[src/rtl/shift_frame_ctrl_if.sv]
// Parallel side of the serial frame engine: transmit word in, captured word out.
// Latency: none (wires only).
// Backpressure: tx_ready throttles the producer, rx_ready acknowledges the consumer.
interface shift_frame_ctrl_if #(
    parameter int WIDTH = 4
);
    logic             tx_valid;
    logic [WIDTH-1:0] tx_data;
    logic             tx_ready;
    logic             rx_valid;
    logic [WIDTH-1:0] rx_data;
    logic             rx_ready;

    // Producer/consumer side drives words in and acknowledges captured words
    modport master (
        output tx_valid, tx_data, rx_ready,
        input  tx_ready, rx_valid, rx_data
    );

    // Frame engine side
    modport slave (
        input  tx_valid, tx_data, rx_ready,
        output tx_ready, rx_valid, rx_data
    );
endinterface

[src/rtl/shift_frame_ctrl.sv]
// Full-duplex serial frame engine: shifts a parallel word out MSB-first while capturing ser_in.
// Latency: WIDTH shift cycles per frame, rx word valid after the last shift edge, period WIDTH+GAP+1.
// Backpressure: one word at a time (no queueing); an unread rx word is overwritten and flags overrun.
module shift_frame_ctrl #(
    parameter int WIDTH = 4,
    parameter int GAP   = 1
) (
    input  logic                clk,
    input  logic                reset_n,
    shift_frame_ctrl_if.slave   io,
    input  logic                ser_in,
    output logic                ser_out,
    output logic                shift_en,
    output logic                busy,
    output logic                overrun,
    input  logic                clr_overrun
);

    localparam int CW = $clog2(WIDTH);
    // A zero-length gap still needs a legal vector; the counter is simply never used then
    localparam int GW = (GAP > 0) ? $clog2(GAP + 1) : 1;
    localparam logic [CW-1:0] CNT_LAST = CW'(WIDTH - 1);
    localparam logic [GW-1:0] GAP_LAST = (GAP > 0) ? GW'(GAP - 1) : '0;

    typedef enum logic [1:0] {
        IDLE  = 2'd0,
        SHIFT = 2'd1,
        GAPS  = 2'd2
    } state_t;

    state_t           state_q, state_d;
    logic [WIDTH-1:0] sreg_q, sreg_d;
    logic [CW-1:0]    cnt_q, cnt_d;
    logic [GW-1:0]    gap_q, gap_d;
    logic             tx_ready_q, tx_ready_d;
    logic             rx_valid_q, rx_valid_d;
    logic [WIDTH-1:0] rx_data_q, rx_data_d;
    logic             overrun_q, overrun_d;

    logic             accept;
    logic             frame_done;
    logic [WIDTH-1:0] shifted;

    // State and datapath registers; reset aborts any frame in flight
    always_ff @(posedge clk or negedge reset_n) begin
        if (!reset_n) begin
            state_q    <= IDLE;
            sreg_q     <= '0;
            cnt_q      <= '0;
            gap_q      <= '0;
            tx_ready_q <= 1'b0;
            rx_valid_q <= 1'b0;
            rx_data_q  <= '0;
            overrun_q  <= 1'b0;
        end else begin
            state_q    <= state_d;
            sreg_q     <= sreg_d;
            cnt_q      <= cnt_d;
            gap_q      <= gap_d;
            tx_ready_q <= tx_ready_d;
            rx_valid_q <= rx_valid_d;
            rx_data_q  <= rx_data_d;
            overrun_q  <= overrun_d;
        end
    end

    // Next-state: frame sequencing, shift/capture, rx hand-off and overrun tracking
    always_comb begin
        state_d    = state_q;
        sreg_d     = sreg_q;
        cnt_d      = cnt_q;
        gap_d      = gap_q;
        rx_valid_d = rx_valid_q;
        rx_data_d  = rx_data_q;
        // Clear first so that a same-edge set below takes priority
        overrun_d  = overrun_q & ~clr_overrun;
        frame_done = 1'b0;
        accept     = (state_q == IDLE) && io.tx_valid && tx_ready_q;
        shifted    = {sreg_q[WIDTH-2:0], ser_in};

        if (rx_valid_q && io.rx_ready) begin
            rx_valid_d = 1'b0;
        end

        case (state_q)
            IDLE: begin
                if (accept) begin
                    sreg_d  = io.tx_data;
                    cnt_d   = '0;
                    state_d = SHIFT;
                end
            end
            SHIFT: begin
                sreg_d = shifted;
                if (cnt_q == CNT_LAST) begin
                    frame_done = 1'b1;
                    cnt_d      = '0;
                    gap_d      = '0;
                    state_d    = (GAP > 0) ? GAPS : IDLE;
                end else begin
                    cnt_d = cnt_q + 1'b1;
                end
            end
            GAPS: begin
                if (gap_q == GAP_LAST) begin
                    gap_d   = '0;
                    state_d = IDLE;
                end else begin
                    gap_d = gap_q + 1'b1;
                end
            end
            default: begin
                state_d = IDLE;
            end
        endcase

        // A completing frame always publishes; it only counts as overrun if the old word is unread
        if (frame_done) begin
            rx_valid_d = 1'b1;
            rx_data_d  = shifted;
            if (rx_valid_q && !io.rx_ready) begin
                overrun_d = 1'b1;
            end
        end

        // Registered ready: asserted exactly when the engine will be idle next cycle
        tx_ready_d = (state_d == IDLE);
    end

    // Outputs: serial pins are only driven while shifting
    always_comb begin
        shift_en    = (state_q == SHIFT);
        busy        = (state_q != IDLE);
        ser_out     = (state_q == SHIFT) ? sreg_q[WIDTH-1] : 1'b0;
        overrun     = overrun_q;
        io.tx_ready = tx_ready_q;
        io.rx_valid = rx_valid_q;
        io.rx_data  = rx_data_q;
    end

endmodule
[src/flat_wrapper.sv]
// flat-port wrapper written by rule: the top's interface ports become plain ports
module shift_frame_ctrl_flat 
#(
    parameter int WIDTH = 4,
    parameter int GAP   = 1
)
  (clk, reset_n, ser_in, ser_out, shift_en, busy, overrun, clr_overrun, io_tx_valid, io_tx_data, io_rx_ready, io_tx_ready, io_rx_valid, io_rx_data);
  shift_frame_ctrl_if #(.WIDTH(WIDTH)) io_i ();
  input  logic clk;
  input  logic reset_n;
  input  logic ser_in;
  output logic ser_out;
  output logic shift_en;
  output logic busy;
  output logic overrun;
  input  logic clr_overrun;
  input wire logic [$bits(io_i.tx_valid)-1:0] io_tx_valid;
  input wire logic [$bits(io_i.tx_data)-1:0] io_tx_data;
  input wire logic [$bits(io_i.rx_ready)-1:0] io_rx_ready;
  output wire logic [$bits(io_i.tx_ready)-1:0] io_tx_ready;
  output wire logic [$bits(io_i.rx_valid)-1:0] io_rx_valid;
  output wire logic [$bits(io_i.rx_data)-1:0] io_rx_data;
  assign io_i.tx_valid = io_tx_valid;
  assign io_i.tx_data = io_tx_data;
  assign io_i.rx_ready = io_rx_ready;
  assign io_tx_ready = io_i.tx_ready;
  assign io_rx_valid = io_i.rx_valid;
  assign io_rx_data = io_i.rx_data;
  shift_frame_ctrl #(.WIDTH(WIDTH), .GAP(GAP)) u_core (.clk(clk), .reset_n(reset_n), .io(io_i), .ser_in(ser_in), .ser_out(ser_out), .shift_en(shift_en), .busy(busy), .overrun(overrun), .clr_overrun(clr_overrun));
endmodule
[config.mk]
export PLATFORM = sky130hd
export DESIGN_NAME = shift_frame_ctrl_flat
export DESIGN_NICKNAME = d
export VERILOG_FILES = /design/src/rtl/shift_frame_ctrl_if.sv /design/src/rtl/shift_frame_ctrl.sv /design/src/flat_wrapper.sv
export SDC_FILE = /design/constraint.sdc
export NUM_CORES = 1
export LEC_CHECK = 0
export BUFFER_PORTS_ARGS = -buffer_cell sky130_fd_sc_hd__buf_2
export CORE_UTILIZATION = 47
export CTS_CLUSTER_DIAMETER = 120
export CTS_CLUSTER_SIZE = 24
export DETAILED_ROUTE_END_ITERATION = 7
export HOLD_SLACK_MARGIN = 0.03
export PLACE_DENSITY = 0.74
export RECOVER_POWER = 25
export SETUP_SLACK_MARGIN = 0.5
export SKIP_LAST_GASP = 1
export SLEW_MARGIN = 5
export SYNTH_ARGS = -nofsm -noshare
export SYNTH_HDL_FRONTEND = slang
export SYNTH_SLANG_ARGS = --single-unit
[constraint.sdc]
create_clock -name clk -period 1.7 [get_ports clk]
set_input_delay 0.085 -clock clk [delete_from_list [all_inputs] [get_ports clk]]
set_output_delay 0.085 -clock clk [all_outputs]
set_load 0.005 [all_outputs]
---- Word level (Yosys, flattened, before mapping) ----
Index checks and enable logic that the tools add are counted.
operators by class
  multiply operators ...................... 0
  $lt $le $gt $ge ......................... 0
  bitwise logic cells ..................... 2
  reductions and logical operators ........ 13
  div/mod/pow operators ................... 0
  muxes and demuxes ....................... 19
  equality and inequality tests ........... 5
  $add $sub $neg .......................... 2
  shift operators ......................... 0
operator list
  cell                   number
  $mux W2                5
  $mux W1                9
  $pmux W4 S2            1
  $reduce_bool A2 Y1     4
  $pmux W2 S3            1
  $eq A2 B2 Y1 const B   2
  $logic_and A1 B1 Y1    4
  $logic_not A2 Y1       2
  $mux W4                1
  $ne A2 B1 Y1 const B   2
  $pmux W2 S2            1
  $reduce_and A2 Y1      2
  $add A2 B1 Y2 const B  1
  $eq A2 B1 Y1 const B   1
  $pmux W1 S2            1
  $add A1 B1 Y1 const B  1
  $and A1 B1 Y1          1
  $logic_not A1 Y1       1
  $not A1 Y1             1
storage, ports and cells
  memory bits (read-only) ................. 0
  word-level logic and storage cells ...... 49
  bits in latches ......................... 0
  output and inout port bits .............. 10
  bits in writable memories ............... 0
  bits in registers ....................... 16
  memories kept ........................... 0
  bits of input ports ..................... 10

---- Depth between registers and ports, before layout ----
Gate-level depths: netlist of the first run.
  depth in word-level cells ............... 6
  gate-level depth with buffers ........... 5
  gate-level depth less buffers ........... 4

---- Least setup slack after synthesis of the first run ----
OpenSTA, ideal clock, no wires.
  path kind ............................... register -> register
  start point ............................. reg u_core.cnt_q[0]
  end point ............................... reg u_core.rx_data_q[0], in the netlist u_core.io.rx_data[0]
  period minus slack after synthesis ...... 1.177 ns
  data required time ...................... 1.575 ns
  stages on the path, launching flop included .. 4
  library setup time ...................... 0.125 ns
  buffers on the path ..................... 0
  slack ................................... 0.523 ns
  data arrival time ....................... 1.052 ns
  path through ............................ dfrtp_1 > ha_1 > nand2_2 > mux2_2
on the way
  cells in the longest elaborated chain, start to end .. 3
ends and longest elaborated chain
  element                 line                    RTL
  start, declared         shift_frame_ctrl.sv:33  logic [CW-1:0] cnt_q, cnt_d;
  start signal, assigned  shift_frame_ctrl.sv:58  cnt_q <= cnt_d;
  $eq A2 B2 Y1            shift_frame_ctrl.sv:95  if (cnt_q == CNT_LAST) begin
  $mux W1                 shift_frame_ctrl.sv:95
  $mux W1                 shift_frame_ctrl.sv:85  case (state_q)
  end signal, assigned    shift_frame_ctrl.sv:62  rx_data_q <= rx_data_d;
  end, declared           shift_frame_ctrl.sv:37  logic [WIDTH-1:0] rx_data_q, rx_data_d;
No other way between the ends.
A chain may end at the register's enable or synchronous reset.

---- Worst setup path in the final report of the first run ----
  start point ............................. reg u_core.state_q[1]
  end point ............................... out ser_out
on the way
  cells in the longest elaborated chain, start to end .. 2
ends and longest elaborated chain
  element                 line                     RTL
  start, declared         shift_frame_ctrl.sv:31   state_t state_q, state_d;
  start signal, assigned  shift_frame_ctrl.sv:56   state_q <= state_d;
  $eq A2 B1 Y1            shift_frame_ctrl.sv:134  ser_out = (state_q == SHIFT) ? sreg_q[WIDTH-1] : 1'b0;
  $mux W1                 shift_frame_ctrl.sv:134
  end, declared           flat_wrapper.sv:12       output logic ser_out;
No other way between the ends.

==> results of run 1 <==
==> per-layer routing <==
metal	vias to the layer above	share of wire [%]	GRT usage (%)
li1	237	-	-
met1	220	43	23.6
met2	13	50	28.7
met3	4	3.7	3.47
met4	0	3.0	15.5
met5	-	0	0
==> layout make-up <==
class                           instances  area (sq um)  share of cell area, %
Sequential cell                        15           375                   42.8
Multi-Input combinational cell         32           256                   29.2
Timing Repair Buffer                   29           183                   20.8
Clock buffer                            4          26.3                   3.00
Inverter                                3          18.8                   2.14
Tap cell                               14          17.5                   2.00
==> repair_timing <==
item / CTS / global route
resized for setup: 7 / 3
setup endpoints to repair: 12 / 10
endpoints found under the hold margin: 17 / 0
cloned: 0 / 0
setup buffers: 2 / 5
pin swaps: 0 / 2
hold buffers: 3 / 0
==> through the flow <==
step	power [mW]	hold slack [ns]	cells
after global placement	1.12	0.00387	83
after detailed placement	1.15	0.00400	83
after global routing	1.68	0.0678	97
after floorplan	0.982	-0.211	52
final	1.56	0.0762	97
after CTS	1.44	0.0705	92
==> power by group through the flow <==
stage          Sequential [mW]  Combinational (mW)  Clock, mW
6_report                 0.617               0.746      0.201
5_1_grt                  0.632               0.827      0.223
4_1_cts                  0.609               0.622      0.204
3_5_place_dp             0.613               0.534          0
3_3_place_gp             0.606               0.514          0
2_1_floorplan            0.606               0.377          0
==> worst max-delay path: stages (launching register included) <==
cell	delay (ns)
dfrtp_1	0.40
nand2b_4	0.18
inv_8	0.08
and2_4	0.13
buf_6	0.08
==> synth_stat cells, drive strengths merged <==
master	count	area share, %
nor3	1	0.79
and4bb	1	2.0
o22ai	1	0.98
o21bai	1	1.2
nand2	8	5.1
mux2	4	7.1
ha	1	2.0
a21o	1	1.2
and2	1	0.98
mux2i	4	6.3
dfrtp	15	59
inv	3	1.8
o21ai	5	3.9
nand2b	2	3.1
or2	1	0.98
buf	2	2.6
nor2	1	0.98
==> worst paths after layout <==
kind                                       from                    to  slack, ns
max                           u_core.state_q[1]               ser_out       0.46
min                               io_tx_data[2]      u_core.sreg_q[2]       0.08
max reg2reg                   u_core.state_q[0]      u_core.sreg_q[1]       0.50
min reg2reg                u_core.io.rx_data[1]  u_core.io.rx_data[1]       0.50
max in group asynchronous               reset_n       u_core.cnt_q[0]       0.80
min in group asynchronous               reset_n  u_core.io.rx_data[1]       0.40
==> cells by family (layout without fill, tap and decap cells) <==
family	count (synthesis)	count (layout)	synth area share, %
buf+inv	5	36	4.33
mux	8	8	13.4
fa+ha+maj	1	1	1.97
flops	15	15	59.1
simple gates	15	15	14.0
compound gates	8	8	7.28
==> sequential cells by signal, indices dropped and copies added, names as in the netlist <==
| signal | count |
|---|---|
| u_core.io.tx_ready | 1 |
| u_core.io.rx_data | 4 |
| u_core.overrun | 1 |
| u_core.state_q | 2 |
| u_core.sreg_q | 4 |
| u_core.cnt_q | 2 |
| u_core.io.rx_valid | 1 |
==> metrics, run 1 <==
status complete, no violations; commonest non-fill, non-tap cell in the layout buf_2; initial antenna violation count 0; DP Area 732 sq um; CTS tree done; I/O Pins 20; maximum clock path buffer count 2; Peak supply drop 0.00102 V; RSZ-0062 raised after global routing true; Lkg Pwr 0.447 nW; final hold violation count 0; Setup CP Type reg -> out; Sw Share 34.2%; IO Port Bufs 19; Avg Synthesized Cell Area 12.2 sq um; post-synthesis cell type count 22; Mapped Cells 52; Site Rows 12; RePlAce Congestion 0.687; die height 38.8 microns; layout cells sized above 1 48.2%; required time of the critical path 1.62 ns; synthesized cell area 636 sq um; Seq/Total Area, Yosys 59.1%; Reg power frac 39.5%; Worst Clk Skew 0.00311 ns; worst hold stages 3; die area 1500 sq um; layout filler cell count 87; CP Capture Type output port; final core utilization 73.9%; total CTS buffers 3; Final Routed Wirelength 1.22 mm; clock transition at the registers of the reported paths 0.09 ns; final slew viol count 0; Vias/cell 4.89; ant diodes 0; period utilization 72.9%; Worst-Margin Slew 0.795 ns; Min-Delay Path Class in -> reg; 1st-pass router iterations 2; largest net degree at the start of global routing 16; core area 1190 sq um; Finish-stage setup viols 0; Logic pwr share 47.7%; Startpoint Class flop; dpl hpwl 757 microns; WP data arrival 1.15 ns; first-pass GRT wire length 1.81 mm; pre-CTS setup slack 0.370 ns; setup TNS 0 ns; H-tree levels 1; Num Clock Sinks 15; Yosys reg bits 15; PD cells 1780 nW/um^2; most frequent cells in the layout buf_2 (17), dfrtp_1 (15), nand2_1 (7), buf_4 (7); Clock power frac 12.8%; Mapped Nets 63; min cycle time layout 1.24 ns; initial drt markers 6; Die W 38.8 microns; # Max-Cap Violations 0; Via Count 474; maximum clock frequency 0.807 GHz; Initial Util 53.6%; sw power 0.535 mW; Yosys warning total 0; relative slew slack 47.0%; layout overhead on the synthesized area 38.0%; Internal Power 1.03 mW; Routed WL per cell 12.5 microns; vias in the first global route 419; drt drc 0; Clk Latency, worst-skew pair 0.28 ns; fin area 877 sq um; Routed Antenna Nets 0; total track usage 19.1%; setup slack after layout 0.461 ns; grt ovf 0; NumNets Final 95; r2r worst-path depth 3; CTS root buf clkbuf_4; Crit Path Max Fanout 6
Power figures use the tool's default switching activity.
==> inputs of run 2 (changes only) <==
==> constraint.sdc (replaced) <==
create_clock -name clk -period 1.3 [get_ports clk]
set_input_delay 0.065 -clock clk [delete_from_list [all_inputs] [get_ports clk]]
set_output_delay 0.065 -clock clk [all_outputs]
set_load 0.005 [all_outputs]
==> metrics, run 2 (same netlist as run 1, synthesis figures left out) <==
flop2flop setup slack 0.05 ns; most frequent cells in the layout buf_2 (16), dfrtp_1 (15), buf_4 (8); met3 wire length 47 microns; die height 38.8 microns; min cycle time layout 1.27 ns; final hold violation count 0; NumNets Final 99; total CTS buffers 3; top layer in use met4; layout cells sized above 1 50.6%; r2r worst-path depth 4; core area 1190 sq um; Vias/cell 4.87; Worst-Margin Slew 0.798 ns; met1 WL 568 microns; CTS root buf clkbuf_4; clock transition at the registers of the reported paths 0.09 ns; layout overhead on the synthesized area 48.6%; Worst Clk Skew 0.00487 ns; # Max-Cap Violations 0; final slew viol count 0; required time of the critical path 1.24 ns; die area 1500 sq um; period utilization 97.6%; total track usage 22.3%; initial antenna violation count 0; status complete, no violations; Setup CP Type reg -> out; largest net degree at the start of global routing 16; CTS tree done; vias in the first global route 460; I/O Pins 20; Peak supply drop 0.00127 V; first-pass GRT wire length 2.06 mm; layout filler cell count 81; Via Count 492; Clk Latency, worst-skew pair 0.29 ns; Crit Path Max Fanout 4; Met2 Routed Length 615 microns; Site Rows 12; Lkg Pwr 0.486 nW; Min-Delay Path Class in -> reg; 1st-pass router iterations 2; initial drt markers 2; H-tree levels 1; Die W 38.8 microns; maximum clock frequency 0.788 GHz; Finish-stage setup viols 0; drt drc 0; CP Capture Type output port; worst hold stages 3; total power 2.24 mW; PD cells 2370 nW/um^2; Min Hold Slack 0.0417 ns; RSZ-0062 raised after global routing true; Routed WL per cell 12.5 microns; grt ovf 0; commonest non-fill, non-tap cell in the layout buf_2; Num Clock Sinks 15; WP data arrival 1.20 ns; relative slew slack 46.8%; DP Area 776 sq um; IO Port Bufs 19; Startpoint Class flop; Initial Util 53.6%; ant diodes 0; RePlAce Congestion 0.682; maximum clock path buffer count 2; Final Routed Wirelength 1.27 mm; fin area 945 sq um; Routed Antenna Nets 0; dpl hpwl 774 microns
## run 2: what timing repair did
action                                  4_1_cts  5_1_grt
buffers inserted                              5        4
endpoints found under the setup margin       25       25
gates resized for setup                       9        1
pin swaps                                     2        1
hold buffers                                  3        0
hold endpoints to repair                     18        0
## run 2: final cells by class
type	instances	area, sq um	share of cell area (%)
inverters	3	13.8	1.46
flip-flops and latches	15	375	39.7
clock buffers	4	26.3	2.78
multi-input cells	32	282	29.8
well taps	14	17.5	1.85
repair buffers	33	230	24.4
## run 2: final timing paths
check,startpoint,to
worst max-delay path,u_core.state_q[1],ser_out
worst min-delay path,io_rx_ready,u_core.io.rx_valid
worst max register to register,u_core.state_q[0],u_core.sreg_q[3]
worst min register to register,u_core.io.rx_data[0],u_core.io.rx_data[0]
max in group asynchronous,reset_n,u_core.sreg_q[3]
min in group asynchronous,reset_n,u_core.io.rx_data[1]
## run 2: routing by layer
metal / vias to the layer above / GRT usage, %
li1: 243 / -
met1: 229 / 29.3
met2: 15 / 32.1
met3: 5 / 5.20
met4: 0 / 15.5
met5: - / 0
## run 2: where the power goes
part,internal [mW],switching (mW)
Sequential,0.673,0.137
Combinational,0.692,0.470
Clock,0.119,0.152
## run 2: worst max-delay path: stages, from the launching register on
cell and delay, ns:
dfrtp_1 0.40, nand2b_4 0.16, inv_4 0.06, buf_6 0.09, and2_4 0.13, buf_6 0.08
## run 2: metrics by stage
step	std cells	setup slack, ns	util [%]	setup TNS, ns
6_report	101	0.0313	79.6	0
5_1_grt	101	-0.0268	79.6	-0.0699
4_1_cts	97	0.0499	76.7	0
3_5_place_dp	85	0.0723	65.4	0
3_3_place_gp	85	0.0973	65.4	0
2_1_floorplan	52	0.166	-	0
==> inputs of run 3 (changes only) <==
--- a/config.mk
+++ b/config.mk
@@ -13,9 +13,10 @@
 export HOLD_SLACK_MARGIN = 0.03
 export PLACE_DENSITY = 0.74
 export RECOVER_POWER = 25
+export REMOVE_ABC_BUFFERS = 1
 export SETUP_SLACK_MARGIN = 0.5
 export SKIP_LAST_GASP = 1
-export SLEW_MARGIN = 5
+export SLEW_MARGIN = 20
 export SYNTH_ARGS = -nofsm -noshare
 export SYNTH_HDL_FRONTEND = slang
 export SYNTH_SLANG_ARGS = --single-unit
==> metrics, run 3 (same netlist as run 1, synthesis figures left out) <==
DP Area 747 sq um; most frequent cells in the layout buf_2 (17), dfrtp_1 (15), nand2_1 (6), buf_6 (6), o21ai_1 (5); Worst-Margin Slew 0.809 ns; RePlAce Congestion 0.695; worst reg2reg path startpoint u_core.state_q[0]; ant diodes 0; CP Capture Type output port; CTS tree done; Cell Chain, Critical Path nand2b_4 > inv_4 > buf_6 > and2_4 > buf_6; maximum clock path buffer count 2; Initial Util 53.6%; fin area 917 sq um; Min-Delay Path Class in -> reg; layout overhead on the synthesized area 44.3%; Lkg Pwr 0.454 nW; setup slack after layout 0.0460 ns; Startpoint Class flop; Num Clock Sinks 15; Sw Share 34.1%; hold_sp io_tx_data[0]; final hold violation count 0; Site Rows 12; first-pass GRT wire length 2.02 mm; Via Count 485; relative slew slack 46.0%; CP Buf/Inv Count 3; pre-CTS setup slack 0.0610 ns; I/O Pins 20; crit path from u_core.state_q[1]; Reg power frac 38.2%; die area 1500 sq um; Clk Latency, worst-skew pair 0.27 ns; Critical Path Most Common Cell buf_6; final slew viol count 0; CTS root buf clkbuf_4; crit-path max cell delay 0.40 ns; Finish-stage setup viols 0; Vias/cell 4.90; setup TNS 0 ns; PD cells 2280 nW/um^2; layout cells sized above 1 50.6%; Die W 38.8 microns; Internal Power 1.38 mW; critical path's slowest cell dfrtp_1; fin cells 99; initial antenna violation count 0; delay-heaviest family, CP flip-flops; final core utilization 77.3%; Clock power frac 12.3%; min cycle time layout 1.25 ns; # Max-Cap Violations 0; period utilization 96.5%; Final Routed Wirelength 1.29 mm; worst hold stages 3; total track usage 20.4%; H-tree levels 1; drt drc 0; WP data arrival 1.19 ns; clock transition at the registers of the reported paths 0.09 ns; flop2flop setup slack 0.06 ns; Setup CP Type reg -> out; Routed Antenna Nets 0; Placed Cells 85; commonest non-fill, non-tap cell in the layout buf_2; total power 2.09 mW; hold endpoint u_core.sreg_q[0]; die height 38.8 microns; largest net degree at the start of global routing 16; total CTS buffers 3; core area 1190 sq um; Routed WL per cell 13.0 microns; Logic pwr share 49.5%; Min Hold Slack 0.0782 ns; Worst Clk Skew 0.000487 ns; 1st-pass router iterations 4; worst reg2reg path endpoint u_core.sreg_q[1]; IO Port Bufs 19; Crit Path Max Fanout 4; Peak supply drop 0.00126 V; NumNets Final 97; sw power 0.714 mW; status complete, no violations; initial drt markers 5; grt ovf 0; r2r worst-path depth 4; vias in the first global route 494; required time of the critical path 1.24 ns; RSZ-0062 raised after global routing true; maximum clock frequency 0.797 GHz
run 3: cell count changes in the layout (fill, tap and decap cells not counted), sizes merged:
cell and change:
buf -3, dlygate4sd3 +1
run 3: worst reg2reg max path, stage by stage (launching register included):
cell and delay [ns]:
dfrtp_1 0.42, and4bb_1 0.30, buf_6 0.15, mux2i_1 0.19, o21ai_1 0.08
run 3: worst max-delay path by stage:
stage	cells past startpoint	end	slack [ns]
3_5_place_dp	3	u_core.io.rx_data[3]	0.06
5_1_grt	5	ser_out	-0.01
6_report	5	ser_out	0.05
2_1_floorplan	3	u_core.sreg_q[0]	0.08
3_3_place_gp	3	u_core.io.rx_data[3]	0.09
4_1_cts	4	u_core.sreg_q[3]	0.04
run 3: cell type report:
| type | instances | area [sq um] |
|---|---|---|
| repair buffers | 31 | 219 |
| flip-flops and latches | 15 | 375 |
| well taps | 14 | 17.5 |
| inverters | 3 | 13.8 |
| fillers | 84 | 269 |
| multi-input cells | 32 | 265 |
| clock buffers | 4 | 26.3 |
run 3: layer usage:
metal | wire length [microns] | global-route usage [%] | vias to the layer above
met2 | 671 | 36.7 | 10
met3 | 36 | 3.47 | 0
li1 | - | - | 244
met4 | 0 | 7.76 | 0
met5 | 0 | 0 | -
met1 | 577 | 23.8 | 231
run 3: timing repair:
item | CTS | global route
hold buffers | 4 | 0
buffers inserted | 6 | 0
cloned | 0 | 0
hold endpoints to repair | 17 | 0
resized for setup | 12 | 4
endpoints found under the setup margin | 25 | 25
pin swaps | 4 | 1
run 3: power groups by stage:
stage	combinational [mW]	clock (mW)	sequential, mW
after floorplan	0.457	0	0.792
after global placement	0.722	0	0.797
after detailed placement	0.739	0	0.806
after CTS	0.977	0.266	0.799
after global routing	1.15	0.283	0.825
final	1.04	0.257	0.798
